===== src/rtl/clic_reg_pkg.sv =====
// Shared types and constants for the CLIC interrupt scheduler: arbitration record,
// scheduler FSM encoding and the intctl level-mask helper.
package clic_reg_pkg;

    localparam int NumSrc      = 32;
    localparam int ClicIdWidth = $clog2(NumSrc);
    localparam int LevelWidth  = 8;

    typedef struct packed {
        logic                   valid;
        logic [ClicIdWidth-1:0] id;
        logic [LevelWidth-1:0]  level;
        logic                   shv;
    } clic_arb_t;

    typedef enum logic [1:0] {
        ST_IDLE  = 2'd0,
        ST_OFFER = 2'd1,
        ST_WAIT  = 2'd2
    } clic_state_e;

    // Unimplemented low level bits read as ones so levels compare as the hart sees them.
    function automatic logic [LevelWidth-1:0] clic_eff_level(input logic [LevelWidth-1:0] raw,
                                                           input int unsigned         bits);
        logic [LevelWidth-1:0] res;
        res = raw;
        for (int b = 0; b < LevelWidth; b++) begin
            if (b < LevelWidth - int'(bits)) res[b] = 1'b1;
        end
        return res;
    endfunction

endpackage


===== src/rtl/clic_irq_scheduler_if.sv =====
// Claim handshake between the interrupt scheduler (master) and the hart (slave).
interface clic_irq_scheduler_if;
    import clic_reg_pkg::*;

    logic                   valid;
    logic                   ready;
    logic [ClicIdWidth-1:0] id;
    logic [LevelWidth-1:0]  level;
    logic                   shv;

    modport master (output valid, output id, output level, output shv, input ready);
    modport slave  (input valid, input id, input level, input shv, output ready);

endinterface


===== src/rtl/clic_max_tree.sv =====
// Combinational binary max tree over (level, id, shv); on equal levels the
// higher-ID subtree wins. Invalid leaves never beat a valid one.
module clic_max_tree
    import clic_reg_pkg::*;
#(
    parameter int N_SOURCE = NumSrc
) (
    input  logic [N_SOURCE-1:0]                 cand_i,
    input  logic [N_SOURCE-1:0][LevelWidth-1:0] level_i,
    input  logic [N_SOURCE-1:0]                 shv_i,
    output clic_arb_t                           max_o
);

    localparam int Depth = (N_SOURCE > 1) ? $clog2(N_SOURCE) : 1;
    localparam int NLeaf = 1 << Depth;

    always_comb begin : p_tree
        clic_arb_t node [2*NLeaf-1];
        for (int n = 0; n < 2*NLeaf-1; n++) node[n] = '0;
        for (int i = 0; i < N_SOURCE; i++) begin
            node[NLeaf-1+i].valid = cand_i[i];
            node[NLeaf-1+i].id    = ClicIdWidth'(i);
            node[NLeaf-1+i].level = cand_i[i] ? level_i[i] : '0;
            node[NLeaf-1+i].shv   = cand_i[i] & shv_i[i];
        end
        // Right child always covers the higher IDs, so >= gives the tie-break.
        for (int n = NLeaf-2; n >= 0; n--) begin
            if (node[2*n+2].valid &&
                (!node[2*n+1].valid || node[2*n+2].level >= node[2*n+1].level)) begin
                node[n] = node[2*n+2];
            end else begin
                node[n] = node[2*n+1];
            end
        end
        max_o = node[0];
    end

endmodule


===== src/rtl/clic_irq_scheduler.sv =====
// CLIC pending tracker and arbiter: edge/level pending, max-level arbitration and a
// valid/ready claim FSM. Define CLIC_SRC_SYNC_EN to add a 2-flop source synchronizer.
module clic_irq_scheduler
    import clic_reg_pkg::*;
#(
    parameter int N_SOURCE   = NumSrc,
    parameter int INTCTLBITS = 8
) (
    input  logic                                 clk_i,
    input  logic                                 rst_ni,
    input  logic [N_SOURCE-1:0]                  intr_src_i,
    input  logic [N_SOURCE-1:0][LevelWidth-1:0]  intctl_i,
    input  logic [N_SOURCE-1:0]                  ie_i,
    input  logic [N_SOURCE-1:0]                  le_i,
    input  logic [N_SOURCE-1:0]                  shv_i,
    input  logic [N_SOURCE-1:0]                  sw_set_i,
    input  logic [N_SOURCE-1:0]                  sw_clr_i,
    input  logic [LevelWidth-1:0]                mintthresh_i,
    output logic [N_SOURCE-1:0]                  ip_o,
    clic_irq_scheduler_if.master                 irq
);

    logic [N_SOURCE-1:0] src_in;

`ifdef CLIC_SRC_SYNC_EN
    logic [1:0][N_SOURCE-1:0] sync_d, sync_q;

    always_comb begin
        sync_d = {sync_q[0], intr_src_i};
    end

    always_ff @(posedge clk_i or negedge rst_ni) begin
        if (!rst_ni) sync_q <= '0;
        else         sync_q <= sync_d;
    end

    assign src_in = sync_q[1];
`else
    assign src_in = intr_src_i;
`endif

    logic [N_SOURCE-1:0]        src_d, src_q;
    logic [N_SOURCE-1:0]        edge_pend_d, edge_pend_q;
    logic [N_SOURCE-1:0]        pending, cand, claim_vec;
    logic [N_SOURCE-1:0][LevelWidth-1:0] eff_lvl;
    clic_arb_t                  arb_d, arb_q;
    clic_state_e                state_d, state_q;
    logic [ClicIdWidth-1:0]     out_id_d, out_id_q;
    logic [LevelWidth-1:0]      out_level_d, out_level_q;
    logic                       out_shv_d, out_shv_q;
    logic                       claim, eligible, offer_live;

    assign pending = (le_i & edge_pend_q) | (~le_i & src_q);
    assign cand    = pending & ie_i;
    assign ip_o    = pending;
    assign claim   = (state_q == ST_OFFER) && irq.ready;

    // Set sources are OR-ed in last so a new edge survives a same-cycle clear or claim.
    always_comb begin
        src_d     = src_in;
        claim_vec = '0;
        if (claim) claim_vec[out_id_q] = 1'b1;
        edge_pend_d = (src_in & ~src_q) | sw_set_i | (edge_pend_q & ~(sw_clr_i | claim_vec));
    end

    always_comb begin
        for (int i = 0; i < N_SOURCE; i++) begin
            eff_lvl[i] = clic_eff_level(intctl_i[i], INTCTLBITS);
        end
    end

    clic_max_tree #(
        .N_SOURCE (N_SOURCE)
    ) u_max_tree (
        .cand_i  (cand),
        .level_i (eff_lvl),
        .shv_i   (shv_i),
        .max_o   (arb_d)
    );

    assign eligible   = arb_q.valid && (arb_q.level > mintthresh_i);
    assign offer_live = pending[out_id_q] & ie_i[out_id_q];

    // Offer is held stable until claimed; only loss of pending/enable withdraws it.
    always_comb begin
        state_d     = state_q;
        out_id_d    = out_id_q;
        out_level_d = out_level_q;
        out_shv_d   = out_shv_q;
        case (state_q)
            ST_IDLE: begin
                if (eligible) begin
                    state_d     = ST_OFFER;
                    out_id_d    = arb_q.id;
                    out_level_d = arb_q.level;
                    out_shv_d   = arb_q.shv;
                end
            end
            ST_OFFER: begin
                if (irq.ready)        state_d = ST_WAIT;
                else if (!offer_live) state_d = ST_IDLE;
            end
            ST_WAIT:  state_d = ST_IDLE;
            default:  state_d = ST_IDLE;
        endcase
    end

    always_ff @(posedge clk_i or negedge rst_ni) begin
        if (!rst_ni) begin
            src_q       <= '0;
            edge_pend_q <= '0;
            arb_q       <= '0;
            state_q     <= ST_IDLE;
            out_id_q    <= '0;
            out_level_q <= '0;
            out_shv_q   <= 1'b0;
        end else begin
            src_q       <= src_d;
            edge_pend_q <= edge_pend_d;
            arb_q       <= arb_d;
            state_q     <= state_d;
            out_id_q    <= out_id_d;
            out_level_q <= out_level_d;
            out_shv_q   <= out_shv_d;
        end
    end

    assign irq.valid = (state_q == ST_OFFER);
    assign irq.id    = out_id_q;
    assign irq.level = out_level_q;
    assign irq.shv   = out_shv_q;

endmodule


===== src/flat_wrapper.sv =====
// flat-port wrapper written by rule: the top's interface ports become plain ports
module clic_irq_scheduler_flat import clic_reg_pkg::*;
#(
    parameter int N_SOURCE   = NumSrc,
    parameter int INTCTLBITS = 8
)
  (clk_i, rst_ni, intr_src_i, intctl_i, ie_i, le_i, shv_i, sw_set_i, sw_clr_i, mintthresh_i, ip_o, irq_valid, irq_id, irq_level, irq_shv, irq_ready);
  clic_irq_scheduler_if irq_i ();
  input  logic clk_i;
  input  logic rst_ni;
  input  logic [N_SOURCE-1:0] intr_src_i;
  input  logic [N_SOURCE-1:0][LevelWidth-1:0] intctl_i;
  input  logic [N_SOURCE-1:0] ie_i;
  input  logic [N_SOURCE-1:0] le_i;
  input  logic [N_SOURCE-1:0] shv_i;
  input  logic [N_SOURCE-1:0] sw_set_i;
  input  logic [N_SOURCE-1:0] sw_clr_i;
  input  logic [LevelWidth-1:0] mintthresh_i;
  output logic [N_SOURCE-1:0] ip_o;
  output wire logic [$bits(irq_i.valid)-1:0] irq_valid;
  output wire logic [$bits(irq_i.id)-1:0] irq_id;
  output wire logic [$bits(irq_i.level)-1:0] irq_level;
  output wire logic [$bits(irq_i.shv)-1:0] irq_shv;
  input wire logic [$bits(irq_i.ready)-1:0] irq_ready;
  assign irq_valid = irq_i.valid;
  assign irq_id = irq_i.id;
  assign irq_level = irq_i.level;
  assign irq_shv = irq_i.shv;
  assign irq_i.ready = irq_ready;
  clic_irq_scheduler #(.N_SOURCE(N_SOURCE), .INTCTLBITS(INTCTLBITS)) u_core (.clk_i(clk_i), .rst_ni(rst_ni), .intr_src_i(intr_src_i), .intctl_i(intctl_i), .ie_i(ie_i), .le_i(le_i), .shv_i(shv_i), .sw_set_i(sw_set_i), .sw_clr_i(sw_clr_i), .mintthresh_i(mintthresh_i), .ip_o(ip_o), .irq(irq_i));
endmodule

===== config.mk =====
export PLATFORM = sky130hd
export DESIGN_NAME = clic_irq_scheduler_flat
export DESIGN_NICKNAME = d
export VERILOG_FILES = /design/src/rtl/clic_reg_pkg.sv /design/src/rtl/clic_irq_scheduler_if.sv /design/src/rtl/clic_max_tree.sv /design/src/rtl/clic_irq_scheduler.sv /design/src/flat_wrapper.sv
export SDC_FILE = /design/constraint.sdc
export NUM_CORES = 1
export LEC_CHECK = 0
export ABC_AREA = 1
export ABC_CLOCK_PERIOD_IN_PS = 12900
export BUFFER_PORTS_ARGS = -buffer_cell sky130_fd_sc_hd__buf_2
export CAP_MARGIN = 10
export CELL_PAD_IN_SITES_DETAIL_PLACEMENT = 1
export CELL_PAD_IN_SITES_GLOBAL_PLACEMENT = 2
export CORE_MARGIN = 4
export CORE_UTILIZATION = 25
export CTS_BUF_LIST = sky130_fd_sc_hd__clkbuf_8
export CTS_CLUSTER_SIZE = 30
export DETAILED_ROUTE_END_ITERATION = 8
export GPL_ROUTABILITY_DRIVEN = 0
export HOLD_SLACK_MARGIN = 0.05
export PLACE_DENSITY = 0.74
export SLEW_MARGIN = 0
export SYNTH_ARGS = -nofsm -noshare
export SYNTH_HDL_FRONTEND = slang
export SYNTH_SLANG_ARGS = --single-unit

===== constraint.sdc =====
create_clock -name clk_i -period 12.9 [get_ports clk_i]
set_input_delay 2.58 -clock clk_i [delete_from_list [all_inputs] [get_ports clk_i]]
set_output_delay 2.58 -clock clk_i [all_outputs]
set_load 0.01 [all_outputs]

==> Yosys cells after proc, flatten, opt, wreduce, memory -nomap -nowiden <==
Index checks and enable logic that the tools add are counted.
{ "classes": {"order_cmp": 34, "eq_ne": 3, "mux": 74, "bitwise": 45, "reduce_logical": 99} }
{ "ops": {"columns": ["op", "count"], "rows": [
  ["15-bit 2-to-1 mux", 31],
  ["8-bit 2-to-1 mux", 32],
  ["8-bit >= comparator", 31],
  ["32-bit bitwise AND", 5],
  ["32-bit bitwise OR", 4],
  ["32-bit inverter", 3],
  ["1-bit logical AND", 34],
  ["1-bit bitwise AND", 33],
  ["32-bit 2-to-1 mux", 1],
  ["1-bit logical NOT", 31],
  ["1-bit logical OR", 31],
  ["1-bit binary-select mux with 5-bit select", 2],
  ["8-bit > comparator", 1],
  ["5-bit by 6-bit less-than comparator with 1-bit output (second input constant)", 1],
  ["2-bit 2-to-1 mux", 3],
  ["1-bit demux with 5-bit select", 1],
  ["5-bit by 1-bit >= comparator with 1-bit output (second input constant)", 1],
  ["2-bit one-hot mux with 2 select lines", 1],
  ["2-bit AND reduction", 2],
  ["1-bit 2-to-1 mux", 3],
  ["3-bit != test (second input constant)", 1],
  ["2-bit by 1-bit equality test with 1-bit output (second input constant)", 1],
  ["2-bit logical NOT", 1],
  ["2-bit by 1-bit != test with 1-bit output (second input constant)", 1]
]} }
{ "totals": {"register_bits": 95, "in_bits": 459, "out_inout_bits": 47, "elab_cells": 265} }

==> Logic depth before layout (Yosys ltp) <==
{ "depth": {"ltp_word": 25, "depth_mapped": 66, "ltp_nobuf": 62} }

==> Modules after synthesis <==
From an unflattened synthesis, not the netlist that was laid out.
{ "unflattened": {"cells_unflattened": 3108, "hier_area_um2": 17692.0} }
{ "by_module_without_submodules": {"columns": ["mod", "instances", "cells_per_inst", "area_each_um2"], "rows": [
  ["clic_max_tree", 1, 2444, 12718.4],
  ["clic_irq_scheduler", 1, 664, 4973.5]
]} }

==> Worst setup path after synthesis <==
OpenSTA, ideal clock, no wires.
{ "synth_path": {"path_kind": "input to register", "startpoint": "input port le_i[28]", "endpoint": "register u_core.arb_q[10] in the netlist's numbering", "setup_ns": 0.117, "arrival_time_ns": 9.100, "slack_ns": 3.682, "path_stages": 56, "path_cell_list": "o21ai_2 > nand2_1 > inv_1 > buf_2 > nand2_1 > ha_1 > nand2_1 > nand2_1 > nand3_1 > nand2_1 > nor2_1 > nand2_2 > nand2_2 > nand2_1 > nand2_1 > inv_1 > ha_1 > nand2_1 > (+20 left out) > o21a_1 > nor2_1 > nor3_1 > nand2_1 > nand2_2 > buf_2 > nand3_1 > and2_1 > ha_1 > a21oi_1 > o21ai_0 > nand2_1 > o2111ai_1 > o22ai_4 > inv_4 > buf_6 > nand3_1 > nand2_1"} }
{ "synth_rtl": {"columns": ["element", "line_no", "text"], "rows": [
  ["start: declaration", "flat_wrapper.sv:14", "input logic [N_SOURCE-1:0] le_i;"],
  ["end signal: assignment", "clic_irq_scheduler.sv:120", "arb_q <= arb_d;"],
  ["end: declaration", "clic_irq_scheduler.sv:46", "clic_arb_t arb_d, arb_q;"]
]} }

==> results.cfg <==
[die]
die_h_um = 271.3
fp.coreArea_um2 = 68710
pin_count = 506
start_util = 0.2522
num_rows = 96
dieArea_um2 = 73580
die_w_um = 271.3

[global_routing]
grt_start_max_net_pins = 62
antenna_found_initial = 15
grt_use_total = 0.2199
overflow = 0
grt_pass1_wl_mm = 125.0
first_global_vias = 20770

[setup_path]
crit_path_end_kind = flip-flop
critPathSlowestCell = o21ai_2
slowest_delay_ns = 0.45
cp_max_fo = 16
cpMostUsedCell = nand2_1
required_ns = 13.24
start_kind = input port
crit_arrival_ns = 11.84
worstSetupPathType = in -> reg

[yosys]
async_flop_share = 1.000
synth_edf_count = 0
synthDistinctLibCells = 45
synthFlopType = dfrtp_1
ys_seq_elements = 95
syn_area_um2 = 17330
synth.top_cell.area_share = 0.1971
synth-seq-area-share = 0.1372
synth_warnings = 0
syn-num-nets = 3642
yosys-top-cells-area = nand2_1 (20%), ha_1 (18%), dfrtp_1 (14%), nand3_1 (12%), inv_1 (11%)
synthTopCellsByCount = nand2_1 (910), inv_1 (490), nand3_1 (400)
synth_most_common_cell = nand2_1
synth_top_area_cell = nand2_1
synthCells = 2927
avgSynthCellArea_um2 = 5.920

[cells_and_area]
finish.utilization = 0.3058
nets = 4119
fillers = 9296
syn_to_final_growth_pct = 21.27
drive_gt1_frac = 0.1977

[pwr]
p_switching_mw = 1.702
powerDensity_nw_per_um2 = 138.7
power.internal_mw = 1.213
pwr-share-seq = 0.143
p_comb_frac = 0.773
vdd_ir_drop_max_uv = 98.57
power_leakage_nw = 12.70
p_sw_frac = 0.5839
power_frac_clock = 0.085

[drt]
vias_per_cell = 4.674
drcViolationCount = 0
finalWirelength_mm = 83.46
wl_per_cell_um = 19.20
drtIter0Drc = 977
first_pass_iters = 5
dr_total_vias = 20319
ant_nets = 0

[clocking]
cts_tree = done
cts_buffers = 9
cts_root_buf = clkbuf_8
insertion_delay_ns = 0.45
ctsResizeCount = 0
cts_max_level = 3
cts_setup_buffers = 0
clock_sinks = 95
clock_path_buffers = 2
hold_buffers = 0
clk_pin_slew_ns = 0.12

[place]
port_buffers = 505
dpl.hpwl_mm = 73.58
place_ws_ns = 1.009

[timing]
tightest_slew_ns = 1.018
worst_hold_slack_ns = 0.4941
skew_ns = 0.02599
min_period_ns = 11.50
tns_ns = 0
slew_headroom = 0.3176
setup_violations = 0
hold_viol_final = 0
rsz0062_at_grt = false
fmax_ghz = 0.08693
drv_slew = 0
setup_ws_ns = 1.397
timing.final.crit_share = 0.8917

[run]
drv_cap = 0

[min_path]
hp-class = reg -> reg

[run_status]
status = finished, final reports clean
stage by stage:
step / instance area (µm²) / power (mW) / cells
global route: 21010 / 3.243 / 4344
finish: 21010 / 2.915 / 4347
global placement: 20780 / 2.672 / 4324
detailed placement: 20780 / 2.696 / 4324
floorplan: 17330 / 1.961 / 2927
CTS: 21000 / 2.956 / 4340
area by class of cell:
type,instances,area (µm²),area share
multi-input combinational,2272,12710,0.6050
timing repair buffer,514,2597,0.1236
sequential,95,2377,0.1131
inverter,512,1924,0.09158
tap,931,1165,0.05544
clock buffer,10,137.6,0.006550
clock inverter,6,81.33,0.003870
antenna,7,17.52,0.0008336
power by group through the flow:
stage               Combinational (mW)  Sequential, mW  Clock [mW]
floorplan                         1.55           0.413           0
global placement                  2.25           0.423           0
detailed placement                2.27           0.423           0
CTS                               2.28           0.418       0.259
global route                      2.55           0.425       0.267
finish                            2.25           0.416       0.247
cells by family after synthesis:
group,count (synthesis),synth area share
AO/OA/AOI/OAI,277,0.1067
flip-flops,95,0.1372
multiplexers,9,0.005849
AND/OR/NAND/NOR,1730,0.4357
buffers and inverters,560,0.1297
adder cells (fa/ha/maj),256,0.1849
routing by layer:
layer,global-route usage,wire (µm)
met5,0,61
met2,0.3782,39160
met1,0.2867,37770
met4,0.05050,1632
met3,0.03951,4838
cells in the final DEF, fill, tap and decap left out, types with 10 or more instances in the layout:
master and count:
nor2_2 13, dfrtp_1 95, inv_1 490, a31oi_1 10
ha_1 256, nand4_1 27, nor2_1 251, o21ai_0 26
nand2_4 20, and2_1 45, buf_4 10, nand2_2 40
a22oi_1 17, clkbuf_8 10, inv_2 13, a221o_1 28
nand3_1 400, a21oi_1 116, buf_2 504, o21ai_2 27
nand2_1 910
critical path, delay by kind of cell:
family                     cells  cell delay, ns
adders and majority gates      5            1.50
buffers and inverters          8            1.68
and+or+nand+nor               27            3.86
AOI/OAI and AO/OA             12            2.21
final timing paths:
path	slack, ns	from	end	cells past startpoint
worst max-delay path	1.40	le_i[28]	u_core.arb_q[11]	52
worst min-delay path	0.49	u_core.arb_q[0]	u_core.irq.shv	1
worst max register to register	3.26	u_core.src_q[28]	u_core.arb_q[11]	52
worst min register to register	0.49	u_core.arb_q[0]	u_core.irq.shv	1
max in group asynchronous	9.48	rst_ni	u_core.src_q[28]	2
min in group asynchronous	2.12	rst_ni	u_core.edge_pend_q[7]	1
registers in the layout, summed over array words and instances (netlist names):
| signal | cells |
|---|---|
| u_core.edge_pend_q | 32 |
| u_core.irq.id | 5 |
| u_core.irq.level | 8 |
| u_core.irq.shv | 1 |
| u_core.src_q | 32 |
| u_core.arb_q | 15 |
| u_core.state_q | 2 |
Note: power is estimated with default switching activity, not from simulation.
